**src/rtl/pq_arb_pkg.sv**
```systemverilog
// pq_arb_pkg: shared definitions for the priority-queue access arbiter.
//   - pqa_state_e : arbiter FSM state encoding (IDLE/ISSUE/RESP/SETTLE)
//   - OP_DEQ/OP_ENQ : operation-type encoding, also the meaning of the
//     fairness toggle (0 = dequeue wins a tie, 1 = enqueue wins a tie)
//   - pq_clog2 : index width helper, never returns less than 1
package pq_arb_pkg;

  typedef enum logic [1:0] {
    IDLE   = 2'd0,
    ISSUE  = 2'd1,
    RESP   = 2'd2,
    SETTLE = 2'd3
  } pqa_state_e;

  localparam logic OP_DEQ = 1'b0;
  localparam logic OP_ENQ = 1'b1;

  function automatic int pq_clog2(input int n);
    int r;
    r = 0;
    while ((1 << r) < n) r++;
    return (r < 1) ? 1 : r;
  endfunction

endpackage

```
**src/rtl/pq_rr_pick.sv**
```systemverilog
// pq_rr_pick: combinational round-robin selector.
// Returns the first asserted request at index >= ptr_i, wrapping to 0.
// Ports:
//   req_i   [N-1:0]  request vector
//   ptr_i   [IW-1:0] highest-priority index this round (must be < N)
//   valid_o          any request asserted
//   idx_o   [IW-1:0] winning index (0 when valid_o is low)
module pq_rr_pick #(
  parameter int N  = 4,
  parameter int IW = 2
) (
  input  logic [N-1:0]  req_i,
  input  logic [IW-1:0] ptr_i,
  output logic          valid_o,
  output logic [IW-1:0] idx_o
);

  always_comb begin
    int j;
    valid_o = 1'b0;
    idx_o   = '0;
    j       = 0;
    for (int k = 0; k < N; k++) begin
      j = int'(ptr_i) + k;
      if (j >= N) j = j - N;
      if (!valid_o && req_i[j[IW-1:0]]) begin
        valid_o = 1'b1;
        idx_o   = IW'(j);
      end
    end
  end

endmodule

```
**src/rtl/pq_access_arbiter.sv**
```systemverilog
// pq_access_arbiter: shares one event priority queue between NUM_CORE cores.
// One queue operation per arbitration round; after each operation the
// arbiter idles SETTLE_CYC cycles so the heap can finish reordering.
//
// Handshake: a core raises enq_req[i]/deq_req[i] and holds it until the
// matching one-cycle ack pulse. The ack marks the cycle the queue strobe is
// issued. Dequeued events come back one cycle after deq_ack as a one-cycle
// deq_valid pulse carrying deq_core/deq_data. There is no back-pressure on
// the response path.
//
// Ports:
//   clk, rst               clock, asynchronous active-high reset
//   enq_req/enq_data       per-core enqueue request and event word
//   enq_ack                one-hot accept pulse
//   deq_req/deq_ack        per-core dequeue request and issue pulse
//   deq_valid/core/data    returned event
//   q_enq/q_deq/q_inp_data queue strobes and input word
//   q_out_data/q_full/q_empty  queue head and status
//   busy                   high whenever the FSM is not in IDLE
//   dbg_state              current FSM state
//   stat_*_cnt             op and stall counters (only with PQA_STATS_EN)
//
// Optional macro PQA_STATS_EN adds the statistics counters.
module pq_access_arbiter
  import pq_arb_pkg::*;
#(
  parameter int NUM_CORE   = 4,
  parameter int WIDTH      = 32,
  parameter int DEPTH      = 5,
  parameter int SETTLE_CYC = 2,
  localparam int IW        = pq_clog2(NUM_CORE)
) (
  input  logic                      clk,
  input  logic                      rst,
  input  logic [NUM_CORE-1:0]       enq_req,
  input  logic [NUM_CORE*WIDTH-1:0] enq_data,
  output logic [NUM_CORE-1:0]       enq_ack,
  input  logic [NUM_CORE-1:0]       deq_req,
  output logic [NUM_CORE-1:0]       deq_ack,
  output logic                      deq_valid,
  output logic [IW-1:0]             deq_core,
  output logic [WIDTH-1:0]          deq_data,
  output logic                      q_enq,
  output logic                      q_deq,
  output logic [WIDTH-1:0]          q_inp_data,
  input  logic [WIDTH-1:0]          q_out_data,
  input  logic                      q_full,
  input  logic                      q_empty,
  output logic                      busy,
`ifdef PQA_STATS_EN
  output logic [31:0]               stat_enq_cnt,
  output logic [31:0]               stat_deq_cnt,
  output logic [31:0]               stat_stall_cnt,
`endif
  output logic [1:0]                dbg_state
);

  localparam int CW = pq_clog2(SETTLE_CYC + 2);
  localparam logic [CW-1:0] SETTLE_LAST = CW'((SETTLE_CYC > 0) ? SETTLE_CYC - 1 : 0);
  localparam logic [IW-1:0] LAST_CORE   = IW'(NUM_CORE - 1);

  if (NUM_CORE < 2 || DEPTH < 1 || SETTLE_CYC < 0) begin : g_bad_param
    $error("pq_access_arbiter: illegal parameter set");
  end

  pqa_state_e       state_q, state_d;
  logic [IW-1:0]    enq_ptr_q, enq_ptr_d, deq_ptr_q, deq_ptr_d;
  logic [IW-1:0]    win_q, win_d, deq_core_q, deq_core_d;
  logic             tog_q, tog_d, op_q, op_d;
  logic [CW-1:0]    cnt_q, cnt_d;
  logic [WIDTH-1:0] deq_data_q, deq_data_d;

  logic             enq_pick_v, deq_pick_v, enq_el, deq_el, pick_enq;
  logic [IW-1:0]    enq_pick, deq_pick;
  logic [WIDTH-1:0] enq_word [NUM_CORE];

  for (genvar g = 0; g < NUM_CORE; g++) begin : g_word
    assign enq_word[g] = enq_data[g*WIDTH +: WIDTH];
  end

  pq_rr_pick #(.N(NUM_CORE), .IW(IW)) u_enq_pick (
    .req_i(enq_req), .ptr_i(enq_ptr_q), .valid_o(enq_pick_v), .idx_o(enq_pick)
  );

  pq_rr_pick #(.N(NUM_CORE), .IW(IW)) u_deq_pick (
    .req_i(deq_req), .ptr_i(deq_ptr_q), .valid_o(deq_pick_v), .idx_o(deq_pick)
  );

  // Queue status only matters in IDLE; nothing touches the queue between
  // the decision and the strobe, so it cannot go stale.
  assign enq_el   = enq_pick_v & ~q_full;
  assign deq_el   = deq_pick_v & ~q_empty;
  assign pick_enq = (enq_el && deq_el) ? tog_q : enq_el;

  always_comb begin
    state_d    = state_q;
    enq_ptr_d  = enq_ptr_q;
    deq_ptr_d  = deq_ptr_q;
    win_d      = win_q;
    tog_d      = tog_q;
    op_d       = op_q;
    cnt_d      = cnt_q;
    deq_data_d = deq_data_q;
    deq_core_d = deq_core_q;
    q_enq      = 1'b0;
    q_deq      = 1'b0;
    q_inp_data = '0;
    enq_ack    = '0;
    deq_ack    = '0;
    case (state_q)
      IDLE: begin
        if (enq_el || deq_el) begin
          if (enq_el && deq_el) tog_d = ~tog_q;
          if (pick_enq) begin
            op_d      = OP_ENQ;
            win_d     = enq_pick;
            enq_ptr_d = (enq_pick == LAST_CORE) ? '0 : enq_pick + 1'b1;
          end else begin
            op_d      = OP_DEQ;
            win_d     = deq_pick;
            deq_ptr_d = (deq_pick == LAST_CORE) ? '0 : deq_pick + 1'b1;
          end
          state_d = ISSUE;
        end
      end
      ISSUE: begin
        cnt_d = '0;
        if (op_q == OP_ENQ) begin
          q_enq          = 1'b1;
          q_inp_data     = enq_word[win_q];
          enq_ack[win_q] = 1'b1;
          if (SETTLE_CYC == 0) state_d = IDLE;
          else                 state_d = SETTLE;
        end else begin
          q_deq          = 1'b1;
          deq_ack[win_q] = 1'b1;
          deq_data_d     = q_out_data;
          deq_core_d     = win_q;
          state_d        = RESP;
        end
      end
      RESP: begin
        if (SETTLE_CYC == 0) state_d = IDLE;
        else                 state_d = SETTLE;
      end
      SETTLE: begin
        if (cnt_q == SETTLE_LAST) begin
          cnt_d   = '0;
          state_d = IDLE;
        end else begin
          cnt_d = cnt_q + 1'b1;
        end
      end
      default: state_d = IDLE;
    endcase
  end

  always_ff @(posedge clk or posedge rst) begin
    if (rst) begin
      state_q    <= IDLE;
      enq_ptr_q  <= '0;
      deq_ptr_q  <= '0;
      win_q      <= '0;
      tog_q      <= 1'b0;
      op_q       <= OP_DEQ;
      cnt_q      <= '0;
      deq_data_q <= '0;
      deq_core_q <= '0;
    end else begin
      state_q    <= state_d;
      enq_ptr_q  <= enq_ptr_d;
      deq_ptr_q  <= deq_ptr_d;
      win_q      <= win_d;
      tog_q      <= tog_d;
      op_q       <= op_d;
      cnt_q      <= cnt_d;
      deq_data_q <= deq_data_d;
      deq_core_q <= deq_core_d;
    end
  end

  assign deq_valid = (state_q == RESP);
  assign deq_data  = deq_data_q;
  assign deq_core  = deq_core_q;
  assign busy      = (state_q != IDLE);
  assign dbg_state = state_q;

`ifdef PQA_STATS_EN
  logic [31:0] stat_enq_q, stat_deq_q, stat_stall_q;

  always_ff @(posedge clk or posedge rst) begin
    if (rst) begin
      stat_enq_q   <= '0;
      stat_deq_q   <= '0;
      stat_stall_q <= '0;
    end else begin
      if (state_q == ISSUE && op_q == OP_ENQ) stat_enq_q <= stat_enq_q + 32'd1;
      if (state_q == ISSUE && op_q == OP_DEQ) stat_deq_q <= stat_deq_q + 32'd1;
      // Pending work that the queue status is blocking.
      if (state_q == IDLE && (enq_pick_v || deq_pick_v) && !(enq_el || deq_el))
        stat_stall_q <= stat_stall_q + 32'd1;
    end
  end

  assign stat_enq_cnt   = stat_enq_q;
  assign stat_deq_cnt   = stat_deq_q;
  assign stat_stall_cnt = stat_stall_q;
`endif

endmodule

```
**config.mk**
```make
export PLATFORM = sky130hd
export DESIGN_NAME = pq_access_arbiter
export DESIGN_NICKNAME = d
export VERILOG_FILES = /design/src/rtl/pq_arb_pkg.sv /design/src/rtl/pq_rr_pick.sv /design/src/rtl/pq_access_arbiter.sv
export SDC_FILE = /design/constraint.sdc
export NUM_CORES = 1
export LEC_CHECK = 0
export ABC_AREA = 1
export CAP_MARGIN = 0
export CORE_ASPECT_RATIO = 2
export CORE_MARGIN = 2
export CORE_UTILIZATION = 40
export DETAILED_ROUTE_END_ITERATION = 7
export GPL_ROUTABILITY_DRIVEN = 0
export PLACE_DENSITY = 0.88
export RECOVER_POWER = 100
export SLEW_MARGIN = 20
export SYNTH_ARGS = -nofsm -noshare
export SYNTH_HDL_FRONTEND = slang
export SYNTH_HIERARCHICAL = 1
export SYNTH_SLANG_ARGS = --single-unit
export TNS_END_PERCENT = 20
```
**constraint.sdc**
```tcl
create_clock -name clk -period 4.6 [get_ports clk]
set_input_delay 0.92 -clock clk [delete_from_list [all_inputs] [get_ports clk]]
set_output_delay 0.92 -clock clk [all_outputs]
set_load 0.01 [all_outputs]
```
# --- Word-level counts from Yosys, hierarchy flattened ---
# Index checks and enable logic that the tools add are counted.
word_totals:
  register_bits: 46
  elab_cells: 151
  in_bits: 172
  out_inout_bits: 80
classes:
  n_lt_le_gt_ge: 19
  bitwise_logic: 8
  n_reduce_logical: 24
  n_mux: 66
  addsub: 17
  eq_ne: 8
ops:
  columns: ["op", "n"]
  rows:
  - ["two-way mux 32 bit", 4]
  - ["binary-select mux 32 bit (select 2 bit)", 1]
  - ["two-way mux 2 bit", 22]
  - ["less-than comparator 2 x 3 -> 1 bit (second input constant)", 9]
  - ["two-way mux 1 bit", 24]
  - ["greater-or-equal comparator 3 bit (second input constant)", 7]
  - ["binary-select mux 1 bit (select 2 bit)", 8]
  - ["two-way mux 4 bit", 4]
  - ["subtractor 2 x 1 -> 2 bit (second input constant)", 8]
  - ["adder 2 x 2 -> 3 bit (second input constant)", 4]
  - ["AND reduction 3 bit", 3]
  - ["== test 2 bit (second input constant)", 4]
  - ["logical AND 1 bit", 8]
  - ["case mux 2 bit (4 select lines)", 1]
  - ["adder 2 x 1 -> 2 bit (second input constant)", 3]
  - ["adder 2 x 1 -> 3 bit (second input constant)", 2]
  - ["greater-or-equal comparator 2 x 3 -> 1 bit (second input constant)", 2]
  - ["logical NOT 1 bit", 6]
  - ["AND reduction 2 bit", 3]
  - ["NOT 1 bit", 5]
  - ["== test 2 x 1 -> 1 bit (second input constant)", 2]
  - ["!= test 2 bit (second input constant)", 2]
  - ["case mux 2 bit (2 select lines)", 1]
  - ["nonzero test 2 bit", 2]
  - ["other kinds (6)", 7]

# --- Logic depth before layout (Yosys ltp) ---
# Gate-level depths: netlist (run 1).
logic_depth:
  depth_word: 19
  ltp_mapped: 14
  ltp_nobuf: 14

# --- Cells and area by module ---
# The synthesis (run 1) kept the hierarchy.
by_module_without_submodules:
  columns: ["module", "seq_area_each_um2", "cells_each", "area_per_inst_um2", "instances"]
  rows:
  - ["pq_access_arbiter", 1151.1, 489, 3125.5, 1]
  - ["pq_rr_pick", 0.0, 59, 319.1, 2]

# --- Worst setup path after synthesis (run 1) ---
# Ideal clock, no wire load.
synth_path:
  path_type: "register to output"
  start: "register state_q[1], in the netlist dbg_state[1]"
  end: "output port q_inp_data[0]"
  arrival_time_ns: 1.354
  path_slack_ns: 2.326
  n_path_buf: 2
  path_stages_with_launch: 7
  t_required_ns: 3.680
  cell_sequence: "dfrtp_1 inv_1 ha_1 nand2_1 buf_2 clkbuf_1 a31oi_1"
synth_between:
  elab_chain_len: 2
synth_rtl:
  columns: ["item", "line_no", "text"]
  rows:
  - ["from (decl)", "pq_access_arbiter.sv:66", "pqa_state_e state_q, state_d;"]
  - ["from (signal assigned)", "pq_access_arbiter.sv:170", "state_q <= state_d;"]
  - ["== test 2 x 1 -> 1 bit", "pq_access_arbiter.sv:110", "case (state_q)"]
  - ["two-way mux 32 bit", "pq_access_arbiter.sv:110", null]
  - ["to (decl)", "pq_access_arbiter.sv:45", "output logic [WIDTH-1:0] q_inp_data,"]
# Every way passes these cells.

# --- Worst setup path after layout (run 1) ---
layout_path:
  start: "register win_q[0]"
  end: "output port q_inp_data[30]"
layout_between:
  elab_chain_len: 6
layout_rtl:
  columns: ["item", "line_no", "text"]
  rows:
  - ["from (decl)", "pq_access_arbiter.sv:68", "logic [IW-1:0] win_q, win_d, deq_core_q, deq_core_d;"]
  - ["from (signal assigned)", "pq_access_arbiter.sv:173", "win_q <= win_d;"]
  - ["NOT 2 -> 3 bit (not written as such)", "pq_access_arbiter.sv:130", "q_inp_data = enq_word[win_q];"]
  - ["binary-select mux 32 bit (select 2 bit)", "pq_access_arbiter.sv:130", null]
  - ["two-way mux 32 bit (not written as such) (2 in a row)", "pq_access_arbiter.sv:130", null]
  - ["two-way mux 32 bit", "pq_access_arbiter.sv:128", "if (op_q == OP_ENQ) begin"]
  - ["two-way mux 32 bit", "pq_access_arbiter.sv:110", null]
# Every way passes these cells. The select of a mux whose other input is x is not followed.

==> results.ini, run 1 <==
[final_layout]
layout_commonest_cell=nand2_1
final_cell_mix=nand2_1 (333), clkdlybuf4s50_1 (176), dlygate4sd3_1 (75), nand3_1 (48), dfrtp_1 (46)
drive_gt1_frac=0.0633
area_growth_pct=69.1
num_antenna_cells=0
final_util=0.687
fin_nets=1014
num-fill-cells=762

[logic_synthesis]
synth_xor_area_frac=0.00233
ys_seq_area_frac=0.306
muxShareOfSynthArea=0
syn_avg_cell_area_um2=6.20
ys_warn_count=6
synth_compound_area_frac=0.0735
syn_area_um2=3760
synth_adder_area_share=0.0199
synth_cell_type_count=28
synth_top_family_by_area=simple AND/OR/NAND/NOR gates
synth_seq_cells=46
synthArstFlopShare=1.00
ys.flop_type=dfrtp_1
synth_edf_count=0
synthesis.nets=785
syn_inst=607
yosys.area_share.simple=0.506

[floorplan]
die_width_um=72.6
coreArea_um2=9260
dieArea_um2=10200
start_util=0.406
io_pins=252
dieHeight_um=141
rows=50

[pwr]
ir_drop_v=0.000451
p_total_mw=3.47
p_per_area_nw_per_um2=545
leakagePower_nw=3.14

[run_status]
violations=max-capacitance violations, max-slew violations
outcome=finished, violations left

[global_route]
met1_usage=0.279
grt_pass1_wl_mm=22.3
grt_max_degree=47
grt_pass1_vias=4657
grt-ovfl-total=0
gr-usage-met3=0.0808
grt_antenna_before_repair=0
grt_usage=0.274
grt-busiest-layer=met2
met2_usage=0.492

[detailed_routing]
drt_wl_total_mm=14.5
remaining_drc_errors=0
routedWlPerCell_um=15.4
first_pass_iters=5
vias=4885
drtAntennaViolNets=0
drtIter0Drc=248
vias_per_cell=5.19

[worst_setup_path]
crit_path_end_kind=output pin
critPathLaunch=win_q[0]
cp.arrival_ns=3.08
worst-setup-path-type=flip-flop to output pin
rr_startpoint=dbg_state[1]
critPathMaxFanout=37
crit_path_start_kind=flip-flop
worstPathRequired_ns=3.68

[timing]
fmax_mhz=250
rsz0062_at_grt=no
finalSetupViolCount=0
relSlewSlack=-0.134
slew_violations=47
finalWorstSetupSlack_ns=0.603
skew_ns=0.00671
fin_crit_sh=0.869
worstMarginPinSlew_ns=1.70
whs_ns=0.474
setup_tns_ns=0
hold_violations=0
period_needed_ns=4.00

[clocking]
clk_latency_ns=0.29
cts_tree=yes
htree_levels=2
cts_sinks=46
cts_setup_buffers=0
cts-buffers-inserted=5
hold_buffers=0
clk_pin_slew_worst_paths_ns=0.06
clockBufferDepth=2
cts_root_buffer=clkbuf_16
cts_resized=0

[flow_run]
cap_violations=1

[hold_path]
hold_start=deq_data[31]
hp-class=flip-flop to flip-flop

[place]
dp_slack_ns=1.26
dp_hpwl_mm=11.4
port_buffers=251

[power breakdown]
| group | internal (mW) | leakage [nW] | switching (mW) |
|---|---|---|---|
| registers | 0.600 | 0.569 | 0.188 |
| logic | 0.927 | 2.49 | 1.35 |
| clock network | 0.254 | 0.0836 | 0.152 |
[per-layer routing]
layer  part of all wire  vias up  wire [um]
met5                  0        -          0
met4              0.051        0        744
met3               0.10       62       1450
met2               0.51      258       7380
met1               0.34     2197       4920
li1                   -     2368          -
[sequential cells by signal, indices dropped and copies added (netlist names)]
signal / flops
deq_ptr_q: 2
enq_ptr_q: 2
op_q: 1
win_q: 2
dbg_state: 2
cnt_q: 2
deq_core: 2
tog_q: 1
deq_data: 32
[final timing paths]
check / endpoint / slack [ns] / cells past startpoint
worst min-delay path: deq_data[31] / 0.47 / 2
max in group asynchronous: deq_data[13] / 2.00 / 2
worst max register to register: deq_data[28] / 1.83 / 8
worst min register to register: deq_data[31] / 0.47 / 2
min in group asynchronous: deq_data[25] / 1.61 / 2
worst max-delay path: q_inp_data[30] / 0.60 / 4
[Yosys cell counts, types with 5 or more instances]
library cell,instances,area [um2]
ha_1,6,75.1
nor2_1,12,45.0
inv_1,27,101
dfrtp_1,46,1150
nor3_1,6,30.0
nand3_2,6,60.1
buf_6,7,78.8
nand2_4,6,67.6
nand2_2,20,125
nand3_1,47,235
nand2_1,332,1250
o21ai_0,7,35.0
buf_2,16,80.1
inv_2,5,18.8
a31oi_1,32,200
buf_4,6,45.0
[through the flow]
| step | instance area (um2) | cells |
|---|---|---|
| detailed placement | 6220 | 933 |
| finish | 6360 | 941 |
| CTS | 6390 | 941 |
| global route | 6360 | 941 |
| global placement | 6220 | 933 |
| floorplan | 3760 | 607 |
[critical path, stage by stage, from the launching register on]
cell and delay (ns):
dfrtp_1 1.19, buf_4 0.50, nand3_1 0.14, a31oi_1 0.28, clkdlybuf4s50_1 0.65
[area by class of cell]
type | instances | area (um2) | area share
Clock buffer | 5 | 125 | 0.0197
Clock inverter | 3 | 40.0 | 0.00629
Inverter | 33 | 126 | 0.0199
Multi-Input combinational cell | 494 | 2250 | 0.353
Sequential cell | 46 | 1150 | 0.181
Tap cell | 104 | 130 | 0.0204
Timing Repair Buffer | 256 | 2550 | 0.400
[cells by family (layout without fill, tap and decap cells)]
| group | Yosys count | in the layout |
|---|---|---|
| DFF | 46 | 46 |
| AOI/OAI and AO/OA | 46 | 46 |
| buffers and inverters | 67 | 297 |
| adders and majority gates | 6 | 6 |
| xor gates and xnor gates | 1 | 1 |
| and+or+nand+nor | 441 | 441 |
Power figures use the tool's default switching activity.
==> run 2, diff against run 1 <==
--- a/config.mk
+++ b/config.mk
@@ -10,6 +10,7 @@
 export CORE_ASPECT_RATIO = 2
 export CORE_MARGIN = 2
 export CORE_UTILIZATION = 40
+export CTS_BUF_LIST = sky130_fd_sc_hd__clkbuf_8
 export DETAILED_ROUTE_END_ITERATION = 7
 export GPL_ROUTABILITY_DRIVEN = 0
 export PLACE_DENSITY = 0.88
==> run 2 against run 1 <==
  * The flow still finishes with violations (max-capacitance violations, max-slew violations)
  * Final cell count unchanged
  * Design area down 0.85%
  * Die area unchanged
  * Critical path depth did not move
  * Sequential share of layout area grew 0.15 points
  * Clock power fell by 26%
  * Sequential cell count stayed put
  * Clock skew grew 0.0027 ns
  * Power decreased by 3.0%
  * Critical path type unchanged
  * Critical endpoint unchanged
  * Highest routed layer unchanged
==> results.ini, run 2 (synthesis gave the netlist of run 1 again) <==
[run_status]
outcome=finished, violations left
violations=max-capacitance violations, max-slew violations

[place]
port_buffers=251  ; unchanged
placed_area_um2=6220  ; unchanged
dp_hpwl_mm=11.4  ; unchanged
dp.cells=933  ; unchanged

[global_route]
grt_usage=0.274  ; about the same
grt_max_degree=47  ; unchanged
grt_antenna_before_repair=0  ; unchanged
grt_pass1_wl_mm=22.2  ; -0.15%
grt-ovfl-total=0  ; unchanged
grt_pass1_vias=4658  ; +0.021%

[clocking]
cts_setup_buffers=0  ; unchanged
cts_tree=yes
cts_resized=0  ; unchanged
clk_pin_slew_worst_paths_ns=0.08  ; +0.02 ns
clk_latency_ns=0.32  ; +0.03 ns
cts-buffers-inserted=5  ; unchanged
cts_sinks=46  ; unchanged
htree_levels=2  ; unchanged
clockBufferDepth=2  ; unchanged
hold_buffers=0  ; unchanged
cts_root_buffer=clkbuf_8

[timing]
relSlewSlack=-0.150  ; -0.0160
setup_tns_ns=0  ; unchanged
fin_crit_sh=0.874  ; +0.00537
slew_violations=47  ; unchanged
rsz0062_at_grt=no
period_needed_ns=4.02  ; +0.0247 ns
hold_violations=0  ; unchanged
fmax_mhz=249  ; -0.61%
worstMarginPinSlew_ns=1.72  ; +0.0240 ns
skew_ns=0.00937  ; +0.00266 ns
finalSetupViolCount=0  ; unchanged

[detailed_routing]
vias_per_cell=5.16  ; -0.66%
wl_met2_mm=7.45  ; +0.96%
first_pass_iters=5  ; unchanged
wl_met1_mm=4.97  ; +0.91%
drtIter0Drc=241  ; -2.8%
drtAntennaViolNets=0  ; unchanged
met3_length_mm=1.44  ; -0.48%
highest_layer=met4
vias=4853  ; -0.66%
routedWlPerCell_um=15.5  ; +0.46%
remaining_drc_errors=0  ; unchanged
drt_wl_total_mm=14.6  ; +0.46%

[hold_path]
whs_endpoint=deq_data[13]
hold_depth=2  ; unchanged
hp-class=flip-flop to flip-flop
hold_start=deq_data[13]

[pwr]
switchingPower_mw=1.68  ; -0.42%
internal_power_mw=1.69  ; -5.3%
sw_frac_of_total=0.499  ; +0.0127
leakagePower_nw=3.12  ; -0.90%
ir_drop_v=0.000417  ; -7.5%
power_frac_seq=0.234  ; +0.007
p_comb_frac=0.676  ; +0.020
p_clk_frac=0.090  ; -0.027
p_per_area_nw_per_um2=533  ; -2.1%

[worst_setup_path]
rr_startpoint=dbg_state[1]
critPathMaxFanout=37  ; unchanged
rrSetupSlack_ns=1.84  ; about the same
cpPeakStageDelay_ns=1.20  ; about the same
cpMaxStageDelayCell=dfrtp_1
worstPathRequired_ns=3.68  ; about the same
cp.arrival_ns=3.10  ; +0.02 ns
worst-setup-path-type=flip-flop to output pin
crit_path_end_kind=output pin
rr_worst_depth=8  ; unchanged
crit_path_start_kind=flip-flop
reg2reg_to=deq_data[28]
path_cells=buf_4 > nand3_1 > a31oi_1 > clkdlybuf4s50_1

[floorplan]
dieArea_um2=10200  ; unchanged
rows=50  ; unchanged
coreArea_um2=9260  ; unchanged
start_util=0.406  ; unchanged
io_pins=252  ; unchanged
dieHeight_um=141  ; unchanged
die_width_um=72.6  ; unchanged

[final_layout]
design_area_um2=6310  ; -0.85%
largest_reg_flops=32  ; unchanged
fin_nets=1014  ; unchanged
drive_gt1_frac=0.0645  ; +0.00119
area_growth_pct=67.7
final_cell_mix=nand2_1 (332), clkdlybuf4s50_1 (177), dlygate4sd3_1 (74), nand3_1 (48), dfrtp_1 (46)
layout_commonest_cell=nand2_1
num_antenna_cells=0  ; unchanged
finalNonFillerCells=941  ; unchanged

[flow_run]
cap_violations=1  ; unchanged

[run 2: changes by cell type in the layout (fill, tap and decap cells not counted), sizes merged]
cell,change
dlygate4sd3,-1
clkdlybuf4s50,+1
[run 2: worst max-delay path by stage]
stage,startpoint,end,slack [ns],depth (start not counted)
3_5_place_dp,enq_data[103],q_inp_data[7],1.26,6
2_1_floorplan,dbg_state[1],q_inp_data[0],2.33,6
3_3_place_gp,dbg_state[1],q_inp_data[30],1.18,5
6_report,win_q[0],q_inp_data[30],0.58,4
4_1_cts,win_q[0],q_inp_data[30],0.98,4
5_1_grt,win_q[0],q_inp_data[18],0.42,6
[run 2: worst max-delay path, delay by kind of cell (launching register included)]
family	cells	cell delay [ns]
compound gates	1	0.28
buf+inv	2	1.15
flops	1	1.20
simple gates	1	0.14
[run 2: metrics by stage]
| stage | hold slack, ns | utilization | setup WS (ns) | power, mW |
|---|---|---|---|---|
| floorplan | 0.467 | - | 2.33 | 2.28 |
| global placement | 0.462 | 0.672 | 1.18 | 3.07 |
| detailed placement | 0.464 | 0.672 | 1.26 | 3.17 |
| CTS | 0.486 | 0.684 | 0.985 | 3.48 |
| global route | 0.505 | 0.682 | 0.419 | 3.66 |
| finish | 0.480 | 0.682 | 0.579 | 3.36 |
[run 2: metal layers]
metal,track usage,vias up
met1,0.276,2171
li1,-,2367
met2,0.495,261
met3,0.0808,54
met5,0,-
met4,0.131,0
[run 2: power by group through the flow]
| stage | clock, mW | sequential, mW | combinational (mW) |
|---|---|---|---|
| after floorplan | 0 | 0.793 | 1.48 |
| final | 0.302 | 0.787 | 2.27 |
| after detailed placement | 0 | 0.803 | 2.36 |
| after global routing | 0.323 | 0.821 | 2.52 |
| after CTS | 0.308 | 0.800 | 2.38 |
| after global placement | 0 | 0.793 | 2.28 |
[run 2: final cells by class]
type | count | area [um2]
inverters | 33 | 126
fillers | 771 | 2950
flip-flops and latches | 46 | 1150
multi-input cells | 494 | 2250
well taps | 104 | 130
repair buffers | 256 | 2550
clock inverters | 3 | 40.0
clock buffers | 5 | 68.8
